--- config.mk ---
export PLATFORM = sky130hd
export DESIGN_NAME = speed_step_ctrl
export DESIGN_NICKNAME = d
export VERILOG_FILES = /design/src/rtl/speed_pkg.sv /design/src/rtl/btn_step_gen.sv /design/src/rtl/speed_step_ctrl.sv
export SDC_FILE = /design/constraint.sdc
export NUM_CORES = 1
export LEC_CHECK = 0
export CAP_MARGIN = 20
export CELL_PAD_IN_SITES_DETAIL_PLACEMENT = 0
export CELL_PAD_IN_SITES_GLOBAL_PLACEMENT = 2
export CORE_ASPECT_RATIO = 0.8
export CORE_MARGIN = 2
export CORE_UTILIZATION = 38
export CTS_CLUSTER_DIAMETER = 30
export CTS_CLUSTER_SIZE = 40
export DETAILED_ROUTE_END_ITERATION = 12
export PLACE_DENSITY = 0.89
export SLEW_MARGIN = 15
export SYNTH_ARGS = -nofsm -noshare
export SYNTH_HDL_FRONTEND = slang
export SYNTH_SLANG_ARGS = --single-unit
--- constraint.sdc ---
create_clock -name clk -period 5.7 [get_ports clk]
set_input_delay 1.71 -clock clk [delete_from_list [all_inputs] [get_ports clk]]
set_output_delay 1.71 -clock clk [all_outputs]
set_load 0.02 [all_outputs]
--- src/rtl/speed_pkg.sv ---
// Shared constants, the step-event encoding and the nominal-divisor helper
// for the speech synthesizer playback-speed controller.
package speed_pkg;

    // Default board timing and divisor limits
    localparam int unsigned DEF_CLK_HZ        = 32'd25000000;
    localparam int unsigned DEF_NOMINAL_HZ    = 32'd7200;
    localparam int unsigned DEF_STEP          = 32'd16;
    localparam int unsigned DEF_MIN_DIV       = 32'd1000;
    localparam int unsigned DEF_MAX_DIV       = 32'd10000;
    localparam int unsigned DEF_REPEAT_DELAY  = 32'd12500000;
    localparam int unsigned DEF_REPEAT_PERIOD = 32'd2500000;

    // What the priority logic decided to do with the divisor this cycle
    typedef enum logic [1:0] {
        EVT_NONE    = 2'd0,
        EVT_INC     = 2'd1,
        EVT_DEC     = 2'd2,
        EVT_NOMINAL = 2'd3
    } step_evt_t;

    // Clock cycles per sample at the nominal rate (truncating division)
    function automatic int unsigned calc_nominal_div(input int unsigned clk_hz,
                                                     input int unsigned nominal_hz);
        if (nominal_hz == 32'd0) begin
            return 32'd0;
        end else begin
            return clk_hz / nominal_hz;
        end
    endfunction

endpackage

--- src/rtl/btn_step_gen.sv ---
// One button channel: 2-flop synchroniser, rising-edge detector and the
// hold counter that produces auto-repeat step pulses while the button is held.
module btn_step_gen
    import speed_pkg::*;
#(
    parameter int unsigned REPEAT_DELAY  = DEF_REPEAT_DELAY,
    parameter int unsigned REPEAT_PERIOD = DEF_REPEAT_PERIOD
) (
    input  logic clk,
    input  logic reset,
    input  logic btn,
    input  logic hold_clr,
    output logic level_s,
    output logic step
);

    localparam int unsigned MAX_TARGET = (REPEAT_DELAY > REPEAT_PERIOD) ? REPEAT_DELAY : REPEAT_PERIOD;
    localparam int          CW         = (MAX_TARGET < 32'd2) ? 1 : $clog2(MAX_TARGET + 32'd1);
    localparam bit          REPEAT_EN  = (REPEAT_DELAY > 32'd0);
    localparam logic [CW-1:0] DELAY_C  = CW'(REPEAT_DELAY);
    localparam logic [CW-1:0] PERIOD_C = CW'(REPEAT_PERIOD);
    localparam logic [CW-1:0] ONE_C    = CW'(1);

    logic          meta_r;
    logic          level_r;
    logic          prev_r;
    logic [CW-1:0] hold_cnt_r;
    logic          repeating_r;
    logic [CW-1:0] target;
    logic          fire;
    logic          edge_s;

    assign level_s = level_r;
    assign edge_s  = level_r & ~prev_r;
    assign step    = edge_s | fire;

    // Synchronise the raw button level and keep last level for edge detection
    always_ff @(posedge clk or posedge reset) begin
        if (reset) begin
            meta_r  <= 1'b0;
            level_r <= 1'b0;
            prev_r  <= 1'b0;
        end else begin
            meta_r  <= btn;
            level_r <= meta_r;
            prev_r  <= level_r;
        end
    end

    // Auto-repeat fires when the hold count reaches the first delay, then each period
    always_comb begin
        target = repeating_r ? PERIOD_C : DELAY_C;
        fire   = 1'b0;
        if (REPEAT_EN && level_r && !hold_clr && (hold_cnt_r == target)) begin
            fire = 1'b1;
        end else begin
            fire = 1'b0;
        end
    end

    // Hold counter: cycles since the press (or since the last repeat step)
    always_ff @(posedge clk or posedge reset) begin
        if (reset) begin
            hold_cnt_r  <= '0;
            repeating_r <= 1'b0;
        end else if (!level_r || hold_clr || !REPEAT_EN) begin
            hold_cnt_r  <= '0;
            repeating_r <= 1'b0;
        end else if (fire) begin
            hold_cnt_r  <= ONE_C;
            repeating_r <= 1'b1;
        end else begin
            hold_cnt_r  <= hold_cnt_r + ONE_C;
            repeating_r <= repeating_r;
        end
    end

endmodule

--- src/rtl/speed_step_ctrl.sv ---
// Playback-speed controller: steps the sample divisor up/down from the
// buttons (with auto-repeat), saturates at the bounds, and generates the
// sample-rate strobe from the current divisor.
module speed_step_ctrl
    import speed_pkg::*;
#(
    parameter int          WIDTH         = 32,
    parameter int unsigned CLK_HZ        = DEF_CLK_HZ,
    parameter int unsigned NOMINAL_HZ    = DEF_NOMINAL_HZ,
    parameter int unsigned STEP          = DEF_STEP,
    parameter int unsigned MIN_DIV       = DEF_MIN_DIV,
    parameter int unsigned MAX_DIV       = DEF_MAX_DIV,
    parameter int unsigned REPEAT_DELAY  = DEF_REPEAT_DELAY,
    parameter int unsigned REPEAT_PERIOD = DEF_REPEAT_PERIOD
) (
    input  logic             clk,
    input  logic             reset,
    input  logic             down,
    input  logic             up,
    input  logic             normal,
    output logic [WIDTH-1:0] speed_out_val,
    output logic             sample_tick,
    output logic             at_min,
    output logic             at_max
);

    localparam int unsigned      NOMINAL_DIV = calc_nominal_div(CLK_HZ, NOMINAL_HZ);
    localparam logic [WIDTH-1:0] NOM_W       = WIDTH'(NOMINAL_DIV);
    localparam logic [WIDTH-1:0] MIN_W       = WIDTH'(MIN_DIV);
    localparam logic [WIDTH-1:0] MAX_W       = WIDTH'(MAX_DIV);
    localparam logic [WIDTH-1:0] ONE_W       = WIDTH'(1);
    localparam logic [WIDTH:0]   STEP_X      = (WIDTH+1)'(STEP);
    localparam logic [WIDTH:0]   MIN_X       = (WIDTH+1)'(MIN_DIV);
    localparam logic [WIDTH:0]   MAX_X       = (WIDTH+1)'(MAX_DIV);

    // Divisor plus one step, saturated at the upper bound (no wrap in WIDTH+1 bits)
    function automatic logic [WIDTH-1:0] clamp_inc(input logic [WIDTH-1:0] cur);
        logic [WIDTH:0] sum;
        sum = {1'b0, cur} + STEP_X;
        if (sum > MAX_X) begin
            return MAX_W;
        end else begin
            return sum[WIDTH-1:0];
        end
    endfunction

    // Divisor minus one step, saturated at the lower bound (never goes negative)
    function automatic logic [WIDTH-1:0] clamp_dec(input logic [WIDTH-1:0] cur);
        logic [WIDTH:0] diff;
        diff = {1'b0, cur} - STEP_X;
        if ({1'b0, cur} < (MIN_X + STEP_X)) begin
            return MIN_W;
        end else begin
            return diff[WIDTH-1:0];
        end
    endfunction

    logic             normal_meta_r;
    logic             normal_s;
    logic             up_s;
    logic             up_step;
    logic             down_s;
    logic             down_step;
    logic             hold_clr;
    step_evt_t        evt;
    logic [WIDTH-1:0] div_r;
    logic [WIDTH-1:0] next_div;
    logic [WIDTH-1:0] cnt_r;
    logic             tick_r;

    // Return-to-nominal and simultaneous presses both freeze auto-repeat
    assign hold_clr = normal_s | (up_s & down_s);

    btn_step_gen #(
        .REPEAT_DELAY  (REPEAT_DELAY),
        .REPEAT_PERIOD (REPEAT_PERIOD)
    ) u_up_gen (
        .clk      (clk),
        .reset    (reset),
        .btn      (up),
        .hold_clr (hold_clr),
        .level_s  (up_s),
        .step     (up_step)
    );

    btn_step_gen #(
        .REPEAT_DELAY  (REPEAT_DELAY),
        .REPEAT_PERIOD (REPEAT_PERIOD)
    ) u_down_gen (
        .clk      (clk),
        .reset    (reset),
        .btn      (down),
        .hold_clr (hold_clr),
        .level_s  (down_s),
        .step     (down_step)
    );

    // Synchronise the return-to-nominal level
    always_ff @(posedge clk or posedge reset) begin
        if (reset) begin
            normal_meta_r <= 1'b0;
            normal_s      <= 1'b0;
        end else begin
            normal_meta_r <= normal;
            normal_s      <= normal_meta_r;
        end
    end

    // Pick this cycle's action: nominal beats both-held beats up beats down
    always_comb begin
        evt = EVT_NONE;
        if (normal_s) begin
            evt = EVT_NOMINAL;
        end else if (up_s && down_s) begin
            evt = EVT_NONE;
        end else if (up_step) begin
            evt = EVT_INC;
        end else if (down_step) begin
            evt = EVT_DEC;
        end else begin
            evt = EVT_NONE;
        end
    end

    // Next divisor value, clamped before it reaches the register
    always_comb begin
        next_div = div_r;
        case (evt)
            EVT_NOMINAL: next_div = NOM_W;
            EVT_INC:     next_div = clamp_inc(div_r);
            EVT_DEC:     next_div = clamp_dec(div_r);
            default:     next_div = div_r;
        endcase
    end

    // Divisor register
    always_ff @(posedge clk or posedge reset) begin
        if (reset) begin
            div_r <= NOM_W;
        end else begin
            div_r <= next_div;
        end
    end

    // Sample-period counter; >= compare lets a shrunken divisor tick right away
    always_ff @(posedge clk or posedge reset) begin
        if (reset) begin
            cnt_r  <= '0;
            tick_r <= 1'b0;
        end else if (cnt_r >= (div_r - ONE_W)) begin
            cnt_r  <= '0;
            tick_r <= 1'b1;
        end else begin
            cnt_r  <= cnt_r + ONE_W;
            tick_r <= 1'b0;
        end
    end

    assign speed_out_val = div_r;
    assign sample_tick   = tick_r;
    assign at_min        = (div_r == MIN_W);
    assign at_max        = (div_r == MAX_W);

endmodule

==> flow_summary.ini <==
[placed_design]
dp.final_hpwl_um = 14970
placed_cells = 1215
place_congestion = 0.8732
io_buffers = 36
dp_slack_ns = 1.039

[global_route]
grt_usage = 0.1946
overflow = 0
grt_util_met2 = 0.2663
grt-busiest-layer = met1
met1_usage = 0.3082
grtUsageMet3 = 0.04894
antenna_found_initial = 0
grt_pass1_vias = 6403
grt_max_degree = 55
grt_first_pass_wirelength_um = 35260

[setup_path]
slowest_delay_ns = 0.64
r2r_slack_ns = 1.00
cp_data_required_time_ns = 3.99
worstSetupEndpoint = at_min
cp_slowest_cell = or4_1
r2r-end = cnt_r[26]$_DFF_PP0_
setup.worst_path.class = reg2out
reg2reg_depth = 17
crit_arrival_ns = 3.30
path_max_fanout = 12
r2r_start = speed_out_val[5]$_DFFE_PP0P_
endpoint_kind = output pin
cp-startpoint = speed_out_val[26]$_DFFE_PP0P_
crit_path_start_kind = flip-flop
worstPathCellList = or4_1 > or3_1 > nor3_1 > and4_1 > clkdlybuf4s50_1

[timing]
fin_tns_setup_ns = 0
rsz0062_at_grt = false
drv_slew = 0
tightest_slew_ns = 0.9661
post-route-min-period_ns = 5.010
hold_viol_final = 0
worst_clock_skew_ns = 0.01369
setup_ws_ns = 0.6897
setup_viol = 0
finalCritPeriodShare = 0.8790
max-slew-margin-rel = 0.3531
fmax_ghz = 0.1996

[run_status]
violations = design-rule violations
outcome = finished, violations left

[drt]
drc_errors = 1
drtPass1Iterations = 9
wire_per_inst_um = 17.15
drt_iter0_markers = 614
avgViaCountPerCell = 5.579
drtAntennaViolNets = 0
finalWirelength_um = 21370
vias = 6952

[floorplanning]
ios = 40
num_rows = 47
core_sq_um = 20820
dieArea_sq_um = 22540
dieWidth_um = 167.4
die_h_um = 134.7
start_util = 0.3897

[clock_network]
cts_root_buf = clkbuf_16
cts_hold_buf = 0
cts.sinks = 120
cts-buffers-inserted = 17
cts_tree = done
cts_setup_buffers = 0
cts_max_level = 4
clk_pin_slew_worst_paths_ns = 0.06
clk_latency_ns = 0.42
clockBufferDepth = 2
cts_resized = 0

[yosys]
synth_common_cells = nor2_1, dfrtp_1, nand2_1, xor2_1, nand3_1
netlist_instances = 950
synthArstFlopShare = 1.000
synthFlopType = dfrtp_1
yosysMostFrequentCell = nor2_1
synth_edf_count = 0
synth-seq-area-share = 0.3709
yosysWarnings = 0
syn_area_sq_um = 8113
synth_area_leaders = dfrtp_1, xor2_1, ha_1, nor2_1, xnor2_1
synth_top_area_share = 0.3547
synth_largest_area_cell = dfrtp_1
syn_area_per_cell_sq_um = 8.540
yosysUniqueCellTypes = 69
ys_seq_elements = 120

[final_layout]
layout.cells.non_filler = 1246
drive_gt1_frac = 0.07165
fin_nets = 1015
num_antenna_cells = 0
fillers = 2113
area_delta_synth_final_pct = 14.84

[job]
maxCapViolations = 0

[power_and_ir_drop]
power.leakage_nw = 3.946
p_per_area_nw_per_um2 = 335.6
power_mw = 3.126
ir_worst_vdd_uv = 198.0

[hold_path]
hp-class = reg2reg
[power breakdown]
group / internal (mW) / switching, mW / total [mW]
Combinational: 0.348 / 0.499 / 0.847
Sequential: 0.926 / 0.176 / 1.10
Clock: 0.747 / 0.431 / 1.18
Total: 2.02 / 1.11 / 3.13
[worst min path at each step]
stage,cells after the start,startpoint,slack (ns),end
detailed placement,0,normal_meta_r$_DFF_PP0_,0.33,normal_s$_DFF_PP0_
finish,0,u_up_gen.meta_r$_DFF_PP0_,0.35,u_up_gen.level_s$_DFF_PP0_
global route,0,normal_meta_r$_DFF_PP0_,0.35,normal_s$_DFF_PP0_
floorplan,0,normal_meta_r$_DFF_PP0_,0.33,normal_s$_DFF_PP0_
CTS,0,normal_meta_r$_DFF_PP0_,0.35,normal_s$_DFF_PP0_
global placement,0,u_down_gen.meta_r$_DFF_PP0_,0.33,u_down_gen.level_s$_DFF_PP0_
[metrics by stage]
step	hold slack, ns	instance area (sq um)	util
final	0.3474	9316	0.4475
after detailed placement	0.3347	8683	0.4171
after global placement	0.3315	8683	0.4171
after CTS	0.3484	9316	0.4475
after global routing	0.3510	9316	0.4475
after floorplan	0.3312	8120	-
[worst max-delay path, delay by kind of cell (launching register included)]
family | cells | cell delay (ns)
buf+inv | 1 | 0.62
flops | 1 | 0.52
simple gates | 4 | 1.75
[metal layers]
metal / vias up / part of all wire
met5: - / 0
met4: 0 / 0.0032
met3: 7 / 0.054
met2: 162 / 0.41
met1: 3375 / 0.54
li1: 3408 / -
[registers in the layout, summed over array words and instances (netlist names)]
| register | cells |
|---|---|
| cnt_r | 32 |
| speed_out_val | 29 |
| u_down_gen.hold_cnt_r | 24 |
| u_up_gen.hold_cnt_r | 24 |
| normal_meta_r | 1 |
| normal_s | 1 |
| sample_tick | 1 |
| u_down_gen.level_s | 1 |
| u_down_gen.meta_r | 1 |
| u_down_gen.prev_r | 1 |
| u_down_gen.repeating_r | 1 |
| u_up_gen.level_s | 1 |
| u_up_gen.meta_r | 1 |
| u_up_gen.prev_r | 1 |
| u_up_gen.repeating_r | 1 |
[layout make-up]
cell class	instances	area, sq um	area share
sequential	120	3009	0.3230
clock buffer	18	439.2	0.04714
inverter	25	96.34	0.01034
clock inverter	13	193.9	0.02082
timing repair buffer	45	427.9	0.04593
tap	269	336.6	0.03613
multi-input combinational	756	4813	0.5167
[kinds of logic after synthesis]
logic type / synth area share
AOI/OAI and AO/OA: 0.1100
other: 0.0004622
and+or+nand+nor: 0.2867
muxes: 0.005244
xor gates and xnor gates: 0.1198
DFF: 0.3709
adders and majority gates: 0.06940
buffers and inverters: 0.03748
[layout by cell type, fill, tap and decap left out, drive strengths merged, types with 5 or more instances in the layout]
master / synthesis / routed
or2: 9 / 9
nand2b: 5 / 5
ha: 45 / 45
a31oi: 10 / 10
a21o: 11 / 11
nor3: 25 / 25
buf: 10 / 9
inv: 24 / 27
dfstp: 5 / 5
xnor2: 46 / 46
or4: 10 / 10
xor2: 65 / 65
and4: 10 / 10
and3: 22 / 22
nor2: 141 / 141
nand2: 81 / 81
or3: 9 / 9
clkdlybuf4s50: 0 / 36
o21ai: 39 / 39
dfrtp: 115 / 115
nor4: 28 / 28
nand4: 28 / 28
a21oi: 33 / 33
clkbuf: 41 / 18
nand3: 58 / 58
o21a: 5 / 5
o31ai: 9 / 9
Power figures use the tool's default switching activity.
